<file path="config.mk">
export PLATFORM = sky130hd
export DESIGN_NAME = muldiv_ctrl
export DESIGN_NICKNAME = d
export VERILOG_FILES = /design/src/rtl/muldiv_ctrl.sv
export SDC_FILE = /design/constraint.sdc
export NUM_CORES = 2
export LEC_CHECK = 0
export CAP_MARGIN = 15
export CORE_MARGIN = 2
export CORE_UTILIZATION = 40
export DETAILED_ROUTE_END_ITERATION = 6
export PLACE_DENSITY = 0.6
export SETUP_SLACK_MARGIN = 0.1
export SLEW_MARGIN = 10
export SYNTH_ARGS = -nofsm -noshare
export SYNTH_HDL_FRONTEND = slang
export SYNTH_SLANG_ARGS = --single-unit
</file>
<file path="constraint.sdc">
create_clock -name clk -period 21.1 [get_ports clk]
set_input_delay 6.33 -clock clk [delete_from_list [all_inputs] [get_ports clk]]
set_output_delay 6.33 -clock clk [all_outputs]
set_load 0.02 [all_outputs]
</file>
<file path="src/rtl/muldiv_ctrl.sv">
// muldiv_ctrl: sequencer for MULT/MULTU/DIV/DIVU and MTHI/MTLO; owns HI/LO.
//   clk, rst        : rising-edge clock, asynchronous active-high reset
//   start_i, op_i   : op request from EX (held while stall_o is high)
//   a_i, b_i        : rs / rt operands
//   hilo_rd_i       : MFHI/MFLO in EX (never needs an extra stall here)
//   flush_i         : aborts the op in flight, blocks acceptance in IDLE
//   stall_o, busy_o : pipeline freeze, FSM in BUSY
//   done_o          : one-cycle pulse, HI/LO written at the end of this cycle
//   hi_o, lo_o      : architectural HI/LO
// Handshake: an op is taken when IDLE & start_i & !flush_i; while stall_o is
// high, EX keeps presenting the same op. In the done_o cycle stall_o is low,
// so EX advances on that edge and any start_i seen afterwards in IDLE is new.
module muldiv_ctrl #(
   parameter int MUL_LAT = 3
) (
   input  logic        clk,
   input  logic        rst,
   input  logic        start_i,
   input  logic [2:0]  op_i,
   input  logic [31:0] a_i,
   input  logic [31:0] b_i,
   input  logic        hilo_rd_i,
   input  logic        flush_i,
   output logic        stall_o,
   output logic        busy_o,
   output logic        done_o,
   output logic [31:0] hi_o,
   output logic [31:0] lo_o
);

   typedef enum logic {IDLE = 1'b0, BUSY = 1'b1} state_t;

   state_t      state_q, state_d;
   logic [4:0]  cnt_q, cnt_d;
   logic        is_div_q, is_div_d;
   logic        sgn_q, sgn_d;
   logic        q_neg_q, q_neg_d;
   logic        r_neg_q, r_neg_d;
   logic [31:0] rem_q, rem_d;
   logic [31:0] quo_q, quo_d;   // dividend / quotient (div) or multiplicand (mul)
   logic [31:0] dvs_q, dvs_d;   // divisor (div) or multiplier (mul)
   logic [31:0] hi_q, hi_d;
   logic [31:0] lo_q, lo_d;

   logic        op_md, op_mt, accept, mt_wr, last;
   logic        op_signed;
   logic [31:0] a_abs, b_abs;
   logic [32:0] shifted, diff;
   logic [31:0] step_rem, step_quo, div_hi, div_lo;
   logic [63:0] a64, b64, prod;

   // MFHI/MFLO never needs its own stall: while BUSY the op already stalls,
   // and once done_o has fired HI/LO are updated for the following cycle.
   logic unused_hilo_rd;
   assign unused_hilo_rd = hilo_rd_i;

   assign op_md     = start_i && !op_i[2];
   assign op_mt     = start_i && (op_i[2:1] == 2'b10);
   assign accept    = (state_q == IDLE) && op_md && !flush_i;
   assign mt_wr     = (state_q == IDLE) && op_mt && !flush_i;
   assign last      = (state_q == BUSY) && (cnt_q == 5'd0) && !flush_i;
   assign op_signed = !op_i[0];
   assign a_abs     = (op_signed && a_i[31]) ? -a_i : a_i;
   assign b_abs     = (op_signed && b_i[31]) ? -b_i : b_i;

   // One restoring-divide iteration: shift the next dividend bit into the
   // remainder and subtract when it fits.
   assign shifted  = {rem_q, quo_q[31]};
   assign diff     = shifted - {1'b0, dvs_q};
   assign step_rem = diff[32] ? shifted[31:0] : diff[31:0];
   assign step_quo = {quo_q[30:0], ~diff[32]};
   // A zero divisor already leaves the remainder equal to a; only the
   // quotient needs forcing so the sign fix-up cannot turn it into 1.
   assign div_lo   = (dvs_q == 32'd0) ? 32'hFFFF_FFFF :
                     (q_neg_q ? -step_quo : step_quo);
   assign div_hi   = r_neg_q ? -step_rem : step_rem;

   // The low 64 bits of a 64x64 product of sign/zero-extended operands are
   // the correct result for both MULT and MULTU.
   assign a64  = {{32{sgn_q & quo_q[31]}}, quo_q};
   assign b64  = {{32{sgn_q & dvs_q[31]}}, dvs_q};
   assign prod = a64 * b64;

   always_ff @(posedge clk or posedge rst) begin
      if (rst) begin
         state_q  <= IDLE;
         cnt_q    <= 5'd0;
         is_div_q <= 1'b0;
         sgn_q    <= 1'b0;
         q_neg_q  <= 1'b0;
         r_neg_q  <= 1'b0;
         rem_q    <= 32'd0;
         quo_q    <= 32'd0;
         dvs_q    <= 32'd0;
         hi_q     <= 32'd0;
         lo_q     <= 32'd0;
      end else begin
         state_q  <= state_d;
         cnt_q    <= cnt_d;
         is_div_q <= is_div_d;
         sgn_q    <= sgn_d;
         q_neg_q  <= q_neg_d;
         r_neg_q  <= r_neg_d;
         rem_q    <= rem_d;
         quo_q    <= quo_d;
         dvs_q    <= dvs_d;
         hi_q     <= hi_d;
         lo_q     <= lo_d;
      end
   end

   always_comb begin
      state_d  = state_q;
      cnt_d    = cnt_q;
      is_div_d = is_div_q;
      sgn_d    = sgn_q;
      q_neg_d  = q_neg_q;
      r_neg_d  = r_neg_q;
      rem_d    = rem_q;
      quo_d    = quo_q;
      dvs_d    = dvs_q;
      hi_d     = hi_q;
      lo_d     = lo_q;
      case (state_q)
         IDLE: begin
            if (accept) begin
               state_d  = BUSY;
               is_div_d = op_i[1];
               sgn_d    = op_signed;
               rem_d    = 32'd0;
               if (op_i[1]) begin
                  cnt_d   = 5'd31;
                  quo_d   = a_abs;
                  dvs_d   = b_abs;
                  q_neg_d = op_signed && (a_i[31] ^ b_i[31]);
                  r_neg_d = op_signed && a_i[31];
               end else begin
                  cnt_d   = 5'(MUL_LAT - 1);
                  quo_d   = a_i;
                  dvs_d   = b_i;
                  q_neg_d = 1'b0;
                  r_neg_d = 1'b0;
               end
            end else if (mt_wr) begin
               if (op_i[0]) lo_d = a_i;
               else         hi_d = a_i;
            end
         end
         BUSY: begin
            if (flush_i) begin
               state_d = IDLE;
               cnt_d   = 5'd0;
            end else begin
               cnt_d = cnt_q - 5'd1;
               if (is_div_q) begin
                  rem_d = step_rem;
                  quo_d = step_quo;
               end
               if (cnt_q == 5'd0) begin
                  state_d = IDLE;
                  cnt_d   = 5'd0;
                  hi_d    = is_div_q ? div_hi : prod[63:32];
                  lo_d    = is_div_q ? div_lo : prod[31:0];
               end
            end
         end
         default: state_d = IDLE;
      endcase
   end

   // Outputs are forced low while rst is asserted so a request still held
   // by EX cannot show through during reset.
   always_comb begin
      busy_o  = (state_q == BUSY);
      stall_o = !rst && (accept || ((state_q == BUSY) && (cnt_q != 5'd0) && !flush_i));
      done_o  = !rst && (mt_wr || last);
      hi_o    = hi_q;
      lo_o    = lo_q;
   end

endmodule

</file>
==> impl_metrics.csv <==
group,metric,value,unit
outcome,status,"finished clean",
critical_path,crit_path_start_kind,"primary input",
placed_design,dp_hpwl,125200,µm
cts,cts_resized,0,
global_route,grt_overflow,0,
logic_synthesis,synth_top_cell_by_area,"fa_1",
critical_path,path_buf_inv,3,
logic_synthesis,syn_area,0.05047,mm²
global_route,grt_pass1_vias,42080,
timing,rsz0062_at_grt,"no",
timing,finalCriticalPeriod,14.99,ns
critical_path,cp.depth,5,
timing,hold_violations,0,
floorplanning,ios,139,
timing,fmaxAchievable,0.06670,GHz
cts,htree_num_levels,4,
floorplanning,start_util,0.4025,
logic_synthesis,synth_cell_types,80,
timing,clock_skew,0.02422,ns
cts,cts-root-buf,"clkbuf_16",
global_route,grt_util_all_layers,0.2527,
critical_path,cp_data_required_time,14.77,ns
floorplanning,num_rows,130,
drt,first_iter_violations,3182,
timing,finalWorstSetupSlack,6.106,ns
drt,route.antenna.remaining_nets,0,
logic_synthesis,synth_edf_count,0,
critical_path,worstSetupPathType,"in2out",
critical_path,cp_max_fo,68,
layout,final_layout_size_suffix_gt1_frac,0.03159,
timing,worstMarginPinSlew,1.181,ns
critical_path,cp_top_family,"buffers and inverters",
job,max-cap-violations,0,
global_route,grt_max_degree,85,
floorplanning,fp.dieH,359.2,µm
drt,routed_wl,159600,µm
global_route,antenna_found_initial,12,
critical_path,arrival,8.66,ns
critical_path,critPathSlowestCell,"clkdlybuf4s50_1",
timing,final.period_utilization,0.7106,
logic_synthesis,yosysSeqAreaShare,0.08429,
cts,clk_latency,0.50,ns
logic_synthesis,synth_seq_cells,170,
logic_synthesis,synth_common_cells,"1196 x inv_1, 1126 x fa_1, 970 x nand2_1",
floorplanning,die_area,0.1290,mm²
timing,slew_violations,0,
critical_path,endpoint_kind,"output pin",
drt,routedWlPerCell,21.60,µm
drt,drc,0,
cts,cts_buffer_depth,2,
cts,clk_pin_slew,0.08,ns
critical_path,cpPeakStageDelay,0.62,ns
layout,fin_nets,7164,
logic_synthesis,synth_area_per_cell,8.660,µm²
timing,setup_tns,0,ns
drt,viasPerCell,5.393,
timing,relSlewSlack,0.2129,
cts,post_cts_buffers,0,
layout,nFillCells,12500,
logic_synthesis,postSynthCellCount,5828,
worst_hold_path,min_path_cells,2,
logic_synthesis,synth_nets,7276,
logic_synthesis,synth_top_area_frac,0.4466,
layout,synthToLayoutAreaGrowth,6.807,%
critical_path,critPathMostFrequentCell,"clkdlybuf4s50_1",
timing,finalSetupViolations,0,
logic_synthesis,yosysMostFrequentCell,"inv_1",
cts,cts_sinks,170,
worst_hold_path,hold_path_class,"reg2reg",
drt,drt-pass1-iter-count,5,
logic_synthesis,synth-main-ff-cell,"dfrtp_1",
cts,cts_inserted_buffers,17,
cts,cts_tree,"built",
critical_path,worstPathCellList,"clkdlybuf4s50_1 > or3_2 > buf_4 > a21oi_1 > clkdlybuf4s50_1",
placed_design,gp_congestion,0.9743,
logic_synthesis,synth_area_leaders,"fa_1 45%, inv_1 8.9%, dfrtp_1 8.4%, nand2_1 7.2%, ha_1 6.2%",
placed_design,placement.io_buffers,137,
drt,vias,39840,
floorplanning,core-area,0.1254,mm²
global_route,grt_pass1_wl,250100,µm
critical_path,reg2regPathDepth,30,
logic_synthesis,synthArstFlopShare,1.000,
placed_design,pre_cts_slack,6.115,ns
cts,cts_hold_buf,0,
floorplanning,die_w,359.2,µm
logic_synthesis,ys_warn_count,0,
-- layout by cell type (no fill, tap or decap), types with 9 or more instances in the layout --
cell type,count
diode_2,9
xnor2_1,130
nor2b_1,15
a211oi_1,25
a31oi_1,29
clkbuf_16,17
ha_1,250
xor2_1,71
nand2b_1,20
mux2i_1,26
inv_1,1195
a21oi_1,180
o41ai_1,12
o221ai_1,31
or4_1,13
fa_1,1126
or2_2,18
nor4_1,21
a21o_1,41
nor2_1,209
nand2_1,970
buf_4,89
o21ai_0,252
and3_1,30
or3_1,22
nor3_1,44
o211ai_1,25
mux2_2,13
clkdlybuf4s50_1,137
and2_1,315
nand3_1,38
dfrtp_1,168
o31ai_1,20
nand4_1,18
o21bai_1,17
o21a_1,13
-- sequential cells by signal, summed over array words and instances (netlist names) --
register	cells
r_neg_q	1
hi_o	32
dvs_q	32
sgn_q	1
q_neg_q	1
rem_q	32
is_div_q	1
cnt_q	5
busy_o	1
lo_o	32
quo_q	32
-- logic make-up (layout without fill, tap and decap cells) --
logic type | after synthesis | in the layout | share of synthesized area
AO/OA/AOI/OAI | 719 | 719 | 0.08746
buffers and inverters | 1556 | 1457 | 0.1160
multiplexers | 40 | 40 | 0.008503
flip-flops | 170 | 170 | 0.08429
AND/OR/NAND/NOR | 1766 | 1766 | 0.1603
XOR/XNOR | 201 | 201 | 0.03488
other | 0 | 9 | 0
adder cells (fa/ha/maj) | 1376 | 1376 | 0.5086
-- metal layers --
| layer | GRT usage | part of all wire | up-vias |
|---|---|---|---|
| met3 | 0.04146 | 0.076 | 282 |
| met2 | 0.4161 | 0.47 | 1521 |
| li1 | - | - | 17400 |
| met4 | 0.08910 | 0.037 | 6 |
| met5 | 0 | 0.00028 | - |
| met1 | 0.3370 | 0.41 | 20640 |
-- worst paths after layout --
check	from	to	slack [ns]
setup / recovery	flush_i	stall_o	6.11
hold / removal	hi_o[14]	hi_o[14]	0.48
hold reg to reg	hi_o[14]	hi_o[14]	0.48
max in group asynchronous	rst	busy_o	13.46
setup reg to reg	quo_q[31]	hi_o[28]	10.63
min in group asynchronous	rst	lo_o[8]	6.28
-- final cells by class --
type,count,area (µm²),share of cell area
Tap cell,1650,2064,0.03830
Antenna cell,9,22.52,0.0004178
Sequential cell,170,4259,0.07901
Clock buffer,17,425.4,0.007891
Multi-Input combinational cell,4102,40380,0.7491
Clock inverter,15,206.4,0.003830
Timing Repair Buffer,227,2044,0.03792
Inverter,1198,4502,0.08351
-- worst register-to-register path: cells and delay by family, from the launching register on --
family	cells	cell delay [ns]
adders and majority gates	9	4.98
and+or+nand+nor	4	0.92
buffers and inverters	9	2.19
xor gates and xnor gates	1	0.16
DFF	1	0.33
AOI/OAI and AO/OA	7	1.86
-- stage by stage --
stage	hold WS [ns]	cell area, µm²	utilization	cells
CTS	0.4883	53880	0.4296	7378
floorplan	0.4719	50470	-	5828
finish	0.4808	53910	0.4299	7388
detailed placement	0.4693	53250	0.4246	7346
global route	0.5156	53890	0.4297	7380
global placement	0.4625	53250	0.4246	7346
Power is not shown: default switching activity piles up to over one toggle a cycle in this logic, so the estimate is an artifact.
